## config.mk

```make
export PLATFORM = sky130hd
export DESIGN_NAME = fetch_dispatch_sequencer_flat
export DESIGN_NICKNAME = d
export VERILOG_FILES = /design/src/rtl/fetch_dispatch_sequencer_if.sv /design/src/rtl/fetch_dispatch_sequencer.sv /design/src/flat_wrapper.sv
export SDC_FILE = /design/constraint.sdc
export NUM_CORES = 1
export LEC_CHECK = 0
export ABC_AREA = 0
export BUFFER_PORTS_ARGS = -buffer_cell sky130_fd_sc_hd__buf_2
export CORE_UTILIZATION = 50
export DETAILED_ROUTE_END_ITERATION = 6
export PLACE_DENSITY = 0.78
export SETUP_SLACK_MARGIN = 0.05
export SYNTH_ARGS = -nofsm -noshare
export SYNTH_HDL_FRONTEND = slang
export SYNTH_SLANG_ARGS = --single-unit
```

## constraint.sdc

```tcl
create_clock -name clock -period 2.19 [get_ports clock]
set_clock_uncertainty 0.05 [all_clocks]
set_input_delay 0.219 -clock clock [delete_from_list [all_inputs] [get_ports clock]]
set_output_delay 0.219 -clock clock [all_outputs]
set_load 0.01 [all_outputs]
```

## src/rtl/fetch_dispatch_sequencer_if.sv

```systemverilog
// Control and handshake bundle between the fetch/dispatch sequencer and the datapath/execution units.
// master: sequencer side (drives enables and unit starts); slave: datapath side.
interface fetch_dispatch_sequencer_if #(
    parameter int OPCODE_W  = 4,
    parameter int NUM_UNITS = 6
) ();
    logic                 start;
    logic                 halt_req;
    logic [OPCODE_W-1:0]  opcode;
    logic                 mfc;
    logic                 done;
    logic                 pc_out_en;
    logic                 mar_in_en;
    logic                 rw;
    logic                 mem_en;
    logic                 mdr_out_en;
    logic                 ir_in_en;
    logic                 pc_inc_en;
    logic [NUM_UNITS-1:0] unit_start;
    logic                 illegal_op;
    logic                 mfc_timeout_err;
    logic                 busy;
    logic [15:0]          retired_count;

    modport master (
        input  start, halt_req, opcode, mfc, done,
        output pc_out_en, mar_in_en, rw, mem_en, mdr_out_en, ir_in_en, pc_inc_en,
               unit_start, illegal_op, mfc_timeout_err, busy, retired_count
    );

    modport slave (
        output start, halt_req, opcode, mfc, done,
        input  pc_out_en, mar_in_en, rw, mem_en, mdr_out_en, ir_in_en, pc_inc_en,
               unit_start, illegal_op, mfc_timeout_err, busy, retired_count
    );
endinterface

```

## src/rtl/fetch_dispatch_sequencer.sv

```systemverilog
// Fetches one instruction, dispatches it to an execution FSM through a configurable map, repeats until halted.
// First unit_start SETUP_CYCLES+5 cycles after start; stalls on mfc (bounded by MFC_TIMEOUT) and on done.
module fetch_dispatch_sequencer #(
    parameter int OPCODE_W     = 4,
    parameter int NUM_UNITS    = 6,
    parameter int SETUP_CYCLES = 2,
    parameter int MFC_TIMEOUT  = 15,
    parameter logic [4*(2**OPCODE_W)-1:0] DISPATCH_MAP = 64'hFF54_3211_0000_000F
) (
    input  logic                        clock,
    input  logic                        reset,
    fetch_dispatch_sequencer_if.master  bus
);

    localparam int CNT_MAX = (SETUP_CYCLES > MFC_TIMEOUT) ? SETUP_CYCLES : MFC_TIMEOUT;
    localparam int CNT_W   = (CNT_MAX < 2) ? 1 : $clog2(CNT_MAX);

    typedef enum logic [3:0] {
        S_IDLE,
        S_ADDR,
        S_READ,
        S_WAIT_MFC,
        S_LOAD_IR,
        S_DECODE,
        S_DISPATCH,
        S_EXEC,
        S_ERROR
    } state_t;

    state_t              state_q, state_d;
    logic [CNT_W-1:0]    cnt_q, cnt_d;
    logic [OPCODE_W-1:0] op_q, op_d;
    logic                illegal_q, illegal_d;
    logic                tmo_q, tmo_d;
    logic [15:0]         retired_q, retired_d;

    logic                 pc_out_en_o, mar_in_en_o, rw_o, mem_en_o;
    logic                 mdr_out_en_o, ir_in_en_o, pc_inc_en_o, busy_o;
    logic [NUM_UNITS-1:0] unit_start_o;

    function automatic logic [3:0] map_entry(input logic [OPCODE_W-1:0] op);
        return DISPATCH_MAP[{op, 2'b00} +: 4];
    endfunction

    // 4'hF is reserved as "illegal" even when NUM_UNITS would otherwise reach it.
    function automatic logic entry_legal(input logic [3:0] e);
        return (e != 4'hF) && (int'(e) < NUM_UNITS);
    endfunction

    always_ff @(posedge clock or negedge reset) begin
        if (!reset) begin
            state_q   <= S_IDLE;
            cnt_q     <= '0;
            op_q      <= '0;
            illegal_q <= 1'b0;
            tmo_q     <= 1'b0;
            retired_q <= 16'd0;
        end else begin
            state_q   <= state_d;
            cnt_q     <= cnt_d;
            op_q      <= op_d;
            illegal_q <= illegal_d;
            tmo_q     <= tmo_d;
            retired_q <= retired_d;
        end
    end

    always_comb begin
        state_d   = state_q;
        cnt_d     = cnt_q;
        op_d      = op_q;
        illegal_d = illegal_q;
        tmo_d     = tmo_q;
        retired_d = retired_q;
        case (state_q)
            S_IDLE: begin
                if (bus.start) state_d = S_ADDR;
            end
            S_ERROR: begin
                if (bus.start) begin
                    state_d   = S_ADDR;
                    illegal_d = 1'b0;
                    tmo_d     = 1'b0;
                end
            end
            S_ADDR: begin
                state_d = S_READ;
                cnt_d   = '0;
            end
            S_READ: begin
                if (cnt_q == CNT_W'(SETUP_CYCLES - 1)) begin
                    state_d = S_WAIT_MFC;
                    cnt_d   = '0;
                end else begin
                    cnt_d = cnt_q + 1'b1;
                end
            end
            S_WAIT_MFC: begin
                // mfc takes priority over an expiry in the same cycle
                if (bus.mfc) begin
                    state_d = S_LOAD_IR;
                end else if ((MFC_TIMEOUT != 0) && (cnt_q == CNT_W'(MFC_TIMEOUT - 1))) begin
                    state_d = S_ERROR;
                    tmo_d   = 1'b1;
                end else begin
                    cnt_d = cnt_q + 1'b1;
                end
            end
            S_LOAD_IR: begin
                state_d = S_DECODE;
            end
            S_DECODE: begin
                op_d = bus.opcode;
                if (entry_legal(map_entry(bus.opcode))) begin
                    state_d = S_DISPATCH;
                end else begin
                    state_d   = S_ERROR;
                    illegal_d = 1'b1;
                end
            end
            S_DISPATCH: begin
                state_d   = S_EXEC;
                retired_d = retired_q + 16'd1;
            end
            S_EXEC: begin
                if (bus.done) state_d = bus.halt_req ? S_IDLE : S_ADDR;
            end
            default: begin
                state_d = S_IDLE;
            end
        endcase
    end

    always_comb begin
        pc_out_en_o  = 1'b0;
        mar_in_en_o  = 1'b0;
        rw_o         = 1'b0;
        mem_en_o     = 1'b0;
        mdr_out_en_o = 1'b0;
        ir_in_en_o   = 1'b0;
        pc_inc_en_o  = 1'b0;
        busy_o       = 1'b1;
        case (state_q)
            S_IDLE:     busy_o = 1'b0;
            S_ERROR:    busy_o = 1'b0;
            S_ADDR: begin
                pc_out_en_o = 1'b1;
                mar_in_en_o = 1'b1;
            end
            S_READ: begin
                rw_o     = 1'b1;
                mem_en_o = 1'b1;
            end
            S_WAIT_MFC: begin
                rw_o         = 1'b1;
                mem_en_o     = 1'b1;
                mdr_out_en_o = 1'b1;
            end
            S_LOAD_IR: begin
                mem_en_o     = 1'b1;
                mdr_out_en_o = 1'b1;
                ir_in_en_o   = 1'b1;
                pc_inc_en_o  = 1'b1;
            end
            default: ;
        endcase
    end

    // DISPATCH is only entered with a legal entry, so this is one-hot by construction.
    always_comb begin
        unit_start_o = '0;
        for (int u = 0; u < NUM_UNITS; u++) begin
            unit_start_o[u] = (state_q == S_DISPATCH) && (map_entry(op_q) == 4'(u));
        end
    end

    assign bus.pc_out_en       = pc_out_en_o;
    assign bus.mar_in_en       = mar_in_en_o;
    assign bus.rw              = rw_o;
    assign bus.mem_en          = mem_en_o;
    assign bus.mdr_out_en      = mdr_out_en_o;
    assign bus.ir_in_en        = ir_in_en_o;
    assign bus.pc_inc_en       = pc_inc_en_o;
    assign bus.unit_start      = unit_start_o;
    assign bus.illegal_op      = illegal_q;
    assign bus.mfc_timeout_err = tmo_q;
    assign bus.busy            = busy_o;
    assign bus.retired_count   = retired_q;

endmodule

```

## src/flat_wrapper.sv

```systemverilog
// flat-port wrapper written by rule: the top's interface ports become plain ports
module fetch_dispatch_sequencer_flat 
#(
    parameter int OPCODE_W     = 4,
    parameter int NUM_UNITS    = 6,
    parameter int SETUP_CYCLES = 2,
    parameter int MFC_TIMEOUT  = 15,
    parameter logic [4*(2**OPCODE_W)-1:0] DISPATCH_MAP = 64'hFF54_3211_0000_000F
)
  (clock, reset, bus_start, bus_halt_req, bus_opcode, bus_mfc, bus_done, bus_pc_out_en, bus_mar_in_en, bus_rw, bus_mem_en, bus_mdr_out_en, bus_ir_in_en, bus_pc_inc_en, bus_unit_start, bus_illegal_op, bus_mfc_timeout_err, bus_busy, bus_retired_count);
  fetch_dispatch_sequencer_if #(.OPCODE_W(OPCODE_W), .NUM_UNITS(NUM_UNITS)) bus_i ();
  input  logic clock;
  input  logic reset;
  input wire logic [$bits(bus_i.start)-1:0] bus_start;
  input wire logic [$bits(bus_i.halt_req)-1:0] bus_halt_req;
  input wire logic [$bits(bus_i.opcode)-1:0] bus_opcode;
  input wire logic [$bits(bus_i.mfc)-1:0] bus_mfc;
  input wire logic [$bits(bus_i.done)-1:0] bus_done;
  output wire logic [$bits(bus_i.pc_out_en)-1:0] bus_pc_out_en;
  output wire logic [$bits(bus_i.mar_in_en)-1:0] bus_mar_in_en;
  output wire logic [$bits(bus_i.rw)-1:0] bus_rw;
  output wire logic [$bits(bus_i.mem_en)-1:0] bus_mem_en;
  output wire logic [$bits(bus_i.mdr_out_en)-1:0] bus_mdr_out_en;
  output wire logic [$bits(bus_i.ir_in_en)-1:0] bus_ir_in_en;
  output wire logic [$bits(bus_i.pc_inc_en)-1:0] bus_pc_inc_en;
  output wire logic [$bits(bus_i.unit_start)-1:0] bus_unit_start;
  output wire logic [$bits(bus_i.illegal_op)-1:0] bus_illegal_op;
  output wire logic [$bits(bus_i.mfc_timeout_err)-1:0] bus_mfc_timeout_err;
  output wire logic [$bits(bus_i.busy)-1:0] bus_busy;
  output wire logic [$bits(bus_i.retired_count)-1:0] bus_retired_count;
  assign bus_i.start = bus_start;
  assign bus_i.halt_req = bus_halt_req;
  assign bus_i.opcode = bus_opcode;
  assign bus_i.mfc = bus_mfc;
  assign bus_i.done = bus_done;
  assign bus_pc_out_en = bus_i.pc_out_en;
  assign bus_mar_in_en = bus_i.mar_in_en;
  assign bus_rw = bus_i.rw;
  assign bus_mem_en = bus_i.mem_en;
  assign bus_mdr_out_en = bus_i.mdr_out_en;
  assign bus_ir_in_en = bus_i.ir_in_en;
  assign bus_pc_inc_en = bus_i.pc_inc_en;
  assign bus_unit_start = bus_i.unit_start;
  assign bus_illegal_op = bus_i.illegal_op;
  assign bus_mfc_timeout_err = bus_i.mfc_timeout_err;
  assign bus_busy = bus_i.busy;
  assign bus_retired_count = bus_i.retired_count;
  fetch_dispatch_sequencer #(.OPCODE_W(OPCODE_W), .NUM_UNITS(NUM_UNITS), .SETUP_CYCLES(SETUP_CYCLES), .MFC_TIMEOUT(MFC_TIMEOUT), .DISPATCH_MAP(DISPATCH_MAP)) u_core (.clock(clock), .reset(reset), .bus(bus_i));
endmodule
```

### Yosys cells after proc, flatten, opt, wreduce, memory -nomap -nowiden

Index checks and enable logic that the tools add are counted.

| operators by class | value |
|---|---|
| add/subtract/negate cells | 2 |
| order comparisons | 1 |
| eq/ne operators | 25 |
| shift-type cells | 2 |
| multiplexer cells | 24 |
| reduce and logical (&&, ||, !) cells | 20 |

Operators with widths:

| kind | number |
|---|---|
| $shiftx A64 B7 Y4 const A | 2 |
| $mux W4 | 9 |
| $pmux W4 S8 | 1 |
| $eq A4 B3 Y1 const B | 6 |
| $add A16 B1 Y16 const B | 1 |
| $eq A4 B2 Y1 const B | 4 |
| $eq A4 B1 Y1 const B | 3 |
| $pmux W4 S3 | 1 |
| $mux W1 | 11 |
| $ne A2 B2 Y1 const B | 5 |
| $eq A4 B4 Y1 const B | 2 |
| $logic_not A4 Y1 | 2 |
| $reduce_and A4 Y1 | 2 |
| $logic_and A1 B1 Y1 | 7 |
| $ne A2 B1 Y1 const B | 3 |
| $reduce_and A3 Y1 | 2 |
| $reduce_or A2 Y1 | 3 |
| $add A4 B1 Y4 const B | 1 |
| $lt A4 B3 Y1 const B | 1 |
| $ne A4 B4 Y1 const B | 1 |
| $pmux W1 S2 | 2 |
| $reduce_bool A2 Y1 | 2 |
| $ne A3 B2 Y1 const B | 1 |
| $reduce_bool A3 Y1 | 1 |
| $reduce_or A3 Y1 | 1 |

| storage, ports and cells | value |
|---|---|
| register bits after elaboration | 30 |
| input bits | 10 |
| output and inout port bits | 32 |
| logic and storage cells | 80 |

### Depth between registers and ports, before layout

| depth | value |
|---|---|
| word-level depth | 5 |
| depth in mapped cells | 6 |

### Worst setup path after synthesis

Ideal clock, no wire load.

| path | value |
|---|---|
| path kind | register to register |
| start point | register u_core.cnt_q[0] |
| end point | register u_core.state_q[0] |
| library setup time | 0.125 ns |
| data arrival time | 1.574 ns |
| required time | 2.015 ns |
| path slack | 0.441 ns |
| stages on the path, launching flop included | 7 |
| buffers on the path | 0 |
| cell sequence | dfrtp_1 -> inv_1 -> ha_1 -> and3_1 -> o32ai_2 -> nor3_2 -> mux2_4 |

| between the ends | value |
|---|---|
| word-level cells in the longest chain between the ends | 3 |

Ends and longest elaborated chain:

| what | RTL line | source |
|---|---|---|
| from (decl) | fetch_dispatch_sequencer.sv:31 | `logic [CNT_W-1:0] cnt_q, cnt_d;` |
| from (signal assigned) | fetch_dispatch_sequencer.sv:60 | `cnt_q <= cnt_d;` |
| $eq A4 B4 Y1 / $eq A4 B1 Y1 (equally long branches) | fetch_dispatch_sequencer.sv:102, fetch_dispatch_sequencer.sv:91 |  |
| $ne A3 B2 Y1 (no line) / $ne A2 B1 Y1 (equally long branches) | - |  |
| $reduce_and A4 Y1 (no line) * | - |  |
| to (signal assigned) | fetch_dispatch_sequencer.sv:59 | `state_q <= state_d;` |
| to (decl) | fetch_dispatch_sequencer.sv:30 | `state_t state_q, state_d;` |

Mark *: on every way between the ends. The rest lies on a longest branch, timed or not.
A chain may end at the register's enable or synchronous reset.

### Final worst setup path

| path | value |
|---|---|
| start point | register u_core.state_q[0] |
| end point | output port bus_mdr_out_en |

| between the ends | value |
|---|---|
| word-level cells in the longest chain between the ends | 3 |

Ends and longest elaborated chain:

| what | RTL line | source |
|---|---|---|
| $eq A4 B3 Y1 / $eq A4 B2 Y1 (equally long branches) | fetch_dispatch_sequencer.sv:143 | `case (state_q)` |
| $reduce_or A2 Y1 (no line) * | - |  |
| $mux W1 * | fetch_dispatch_sequencer.sv:143 |  |
| to (decl) | flat_wrapper.sv:23 | `output wire logic [$bits(bus_i.mdr_out_en)-1:0] bus_mdr_out_en;` |

Marks and branches as above.

==> flow_metrics.env <==
export IMPL_status="finished, final reports clean"
export IMPL_worst_pin_slew_ps=661
export IMPL_holdWs_ps=60.4
export IMPL_cp_end_kind="output port"
export IMPL_grt_setup_unrepaired="false"
export IMPL_ir_drop_mv=0.577
export IMPL_postSynthCellCount=167
export IMPL_required_ps=1920
export IMPL_clock_sinks=30
export IMPL_gp_congestion=0.832
export IMPL_start_util_pct=54.0
export IMPL_die_w_um=60.1
export IMPL_antenna_found_initial=0
export IMPL_p_leak_nw=1.04
export IMPL_h_tree_depth=2
export IMPL_drtPass1Iterations=4
export IMPL_remaining_drc_errors=0
export IMPL_drive_above_1_share_pct=35.0
export IMPL_ant_nets=0
export IMPL_grt_pass1_vias=1234
export IMPL_gr_usage_all_layers_pct=21.6
export IMPL_cts_buffers=5
export IMPL_insertion_delay_ps=350
export IMPL_wirelength_mm=3.61
export IMPL_syn_nets=181
export IMPL_num_antenna_cells=0
export IMPL_worstSetupPathType="reg -> out"
export IMPL_relSlewSlack_pct=55.9
export IMPL_synth_seq_cells=30
export IMPL_dp_hpwl_mm=2.53
export IMPL_tns_ps=0
export IMPL_die_area_um2=3610
export IMPL_via_per_inst=5.38
export IMPL_cts_buffer_depth=2
export IMPL_drt_iter0_drc=77
export IMPL_final_cell_mix="buf_2, dfrtp_1, nor2_1"
export IMPL_ys_warnings_count=0
export IMPL_core_area_um2=3130
export IMPL_io_pins=42
export IMPL_die_h_um=60.1
export IMPL_arrival_ps=1790
export IMPL_max_freq_ghz=0.487
export IMPL_num_rows=20
export IMPL_maxCapViolCount=0
export IMPL_grt_max_degree=31
export IMPL_fin_crit_sh_pct=93.8
export IMPL_hold_viol=0
export IMPL_hp_class="in -> reg"
export IMPL_synth_cell_type_count=45
export IMPL_setup_viol=0
export IMPL_netlist_area_um2=1690
export IMPL_synthToLayoutAreaGrowth_pct=22.3
export IMPL_total_power_mw=2.33
export IMPL_post_route_min_period_ps=2050
export IMPL_yosysSeqAreaShare_pct=44.5
export IMPL_layout_commonest_cell="buf_2"
export IMPL_overflow=0
export IMPL_fin_nets=230
export IMPL_path_clk_slew_ps=100
export IMPL_power_density_nw_per_um2=1130
export IMPL_worstPathMaxFanout=7
export IMPL_wl_per_cell_um=13.8
export IMPL_vias=1403
export IMPL_start_kind="register"
export IMPL_cts_tree="yes"
export IMPL_grt_pass1_wl_mm=5.53
export IMPL_clock_root_buffer="clkbuf_4"
export IMPL_syn_avg_cell_area_um2=10.1
export IMPL_timing_final_max_slew_violations=0
export IMPL_io_buffers=41
==> cell families after synthesis <==
family	Yosys count	share of synthesized area (%)
AO/OA/AOI/OAI	19	8.08
XOR/XNOR	16	8.30
adder cells (fa/ha/maj)	4	2.97
buffers and inverters	13	3.56
flip-flops	30	44.5
multiplexers	8	5.41
AND/OR/NAND/NOR	77	27.2
==> final timing paths <==
path	slack, ps	start	cells past startpoint	endpoint
worst max register to register	280	u_core.cnt_q[0]	6	u_core.state_q[0]
min in group asynchronous	390	reset	2	u_core.cnt_q[1]
worst max-delay path	140	u_core.state_q[0]	5	bus_mdr_out_en
max in group asynchronous	1240	reset	2	u_core.state_q[0]
worst min register to register	420	u_core.bus.retired_count[15]	1	u_core.bus.retired_count[15]
worst min-delay path	60	bus_opcode[0]	2	u_core.op_q[0]
==> flip-flops by register name (all words and copies together), names as in the netlist <==
name                        cells
u_core.bus.illegal_op           1
u_core.bus.mfc_timeout_err      1
u_core.state_q                  4
u_core.bus.retired_count       16
u_core.op_q                     4
u_core.cnt_q                    4
==> repair_timing <==
item / in CTS / in global routing
buffers inserted: 0 / 5
gates resized for setup: 2 / 3
hold buffers: 1 / 0
endpoints found under the hold margin: 30 / 0
endpoints found under the setup margin: 3 / 3
pin swaps: 0 / 1
==> report_power, final <==
group	switching (mW)	total, mW	internal [mW]
sequential	0.180	0.875	0.695
clock	0.198	0.417	0.219
combinational	0.535	1.04	0.504
total	0.914	2.33	1.42
==> Yosys cell counts, drive strengths merged <==
cell / instances / area share [%]
dfrtp: 30 / 44
nor2: 17 / 3.8
nand2: 12 / 2.7
xnor2: 11 / 5.7
nand3: 9 / 2.7
nor3: 8 / 2.7
inv: 6 / 1.3
mux2: 6 / 4.2
and3: 5 / 1.9
buf: 5 / 1.8
or2: 5 / 1.9
xor2: 5 / 2.6
ha: 4 / 3.0
o21ai: 4 / 1.2
a21oi: 3 / 0.89
nand4: 3 / 1.1
nor4b: 3 / 1.6
a22oi: 2 / 0.89
a31oi: 2 / 0.74
and4bb: 2 / 1.5
clkbuf: 2 / 0.44
mux2i: 2 / 1.2
nand2b: 2 / 0.74
nor2b: 2 / 0.74
nor4: 2 / 1.6
o32ai: 2 / 1.5
a211o: 1 / 0.52
a22o: 1 / 0.52
and2: 1 / 0.37
nand3b: 1 / 0.44
nand4bb: 1 / 1.6
nor3b: 1 / 0.44
nor4bb: 1 / 0.59
o2111ai: 1 / 0.52
o211ai: 1 / 0.44
o21a: 1 / 0.44
o31ai: 1 / 0.44
or3: 1 / 0.37
or4b: 1 / 0.59
==> per-layer routing <==
metal  share of wire (%)  global-route usage, %
met2                  47                   33.4
met1                  44                   27.5
met5                   0                      0
met3                 6.2                   4.76
met4                 2.2                   12.6
==> through the flow <==
step | instance area (um^2) | util (%) | instances | setup slack (ps)
after global placement | 1930 | 61.6 | 247 | 347
after detailed placement | 1930 | 61.6 | 247 | 293
after global routing | 2060 | 66.0 | 261 | 74.8
after CTS | 2020 | 64.5 | 256 | 83.3
after floorplan | 1690 | - | 167 | 441
final | 2060 | 66.0 | 261 | 136
==> final cells by class <==
class | count | area, um^2
clock buffers | 8 | 78.8
fillers | 266 | 1060
flip-flops and latches | 30 | 754
well taps | 44 | 55.1
multi-input cells | 124 | 886
inverters | 6 | 22.5
repair buffers | 49 | 268
==> critical path: stages (launching register included) <==
cell	delay [ps]
dfrtp_2	460
buf_4	160
or2_2	330
mux2_2	280
nor2_1	80
buf_2	130
Note: power is estimated with default switching activity, not from simulation.
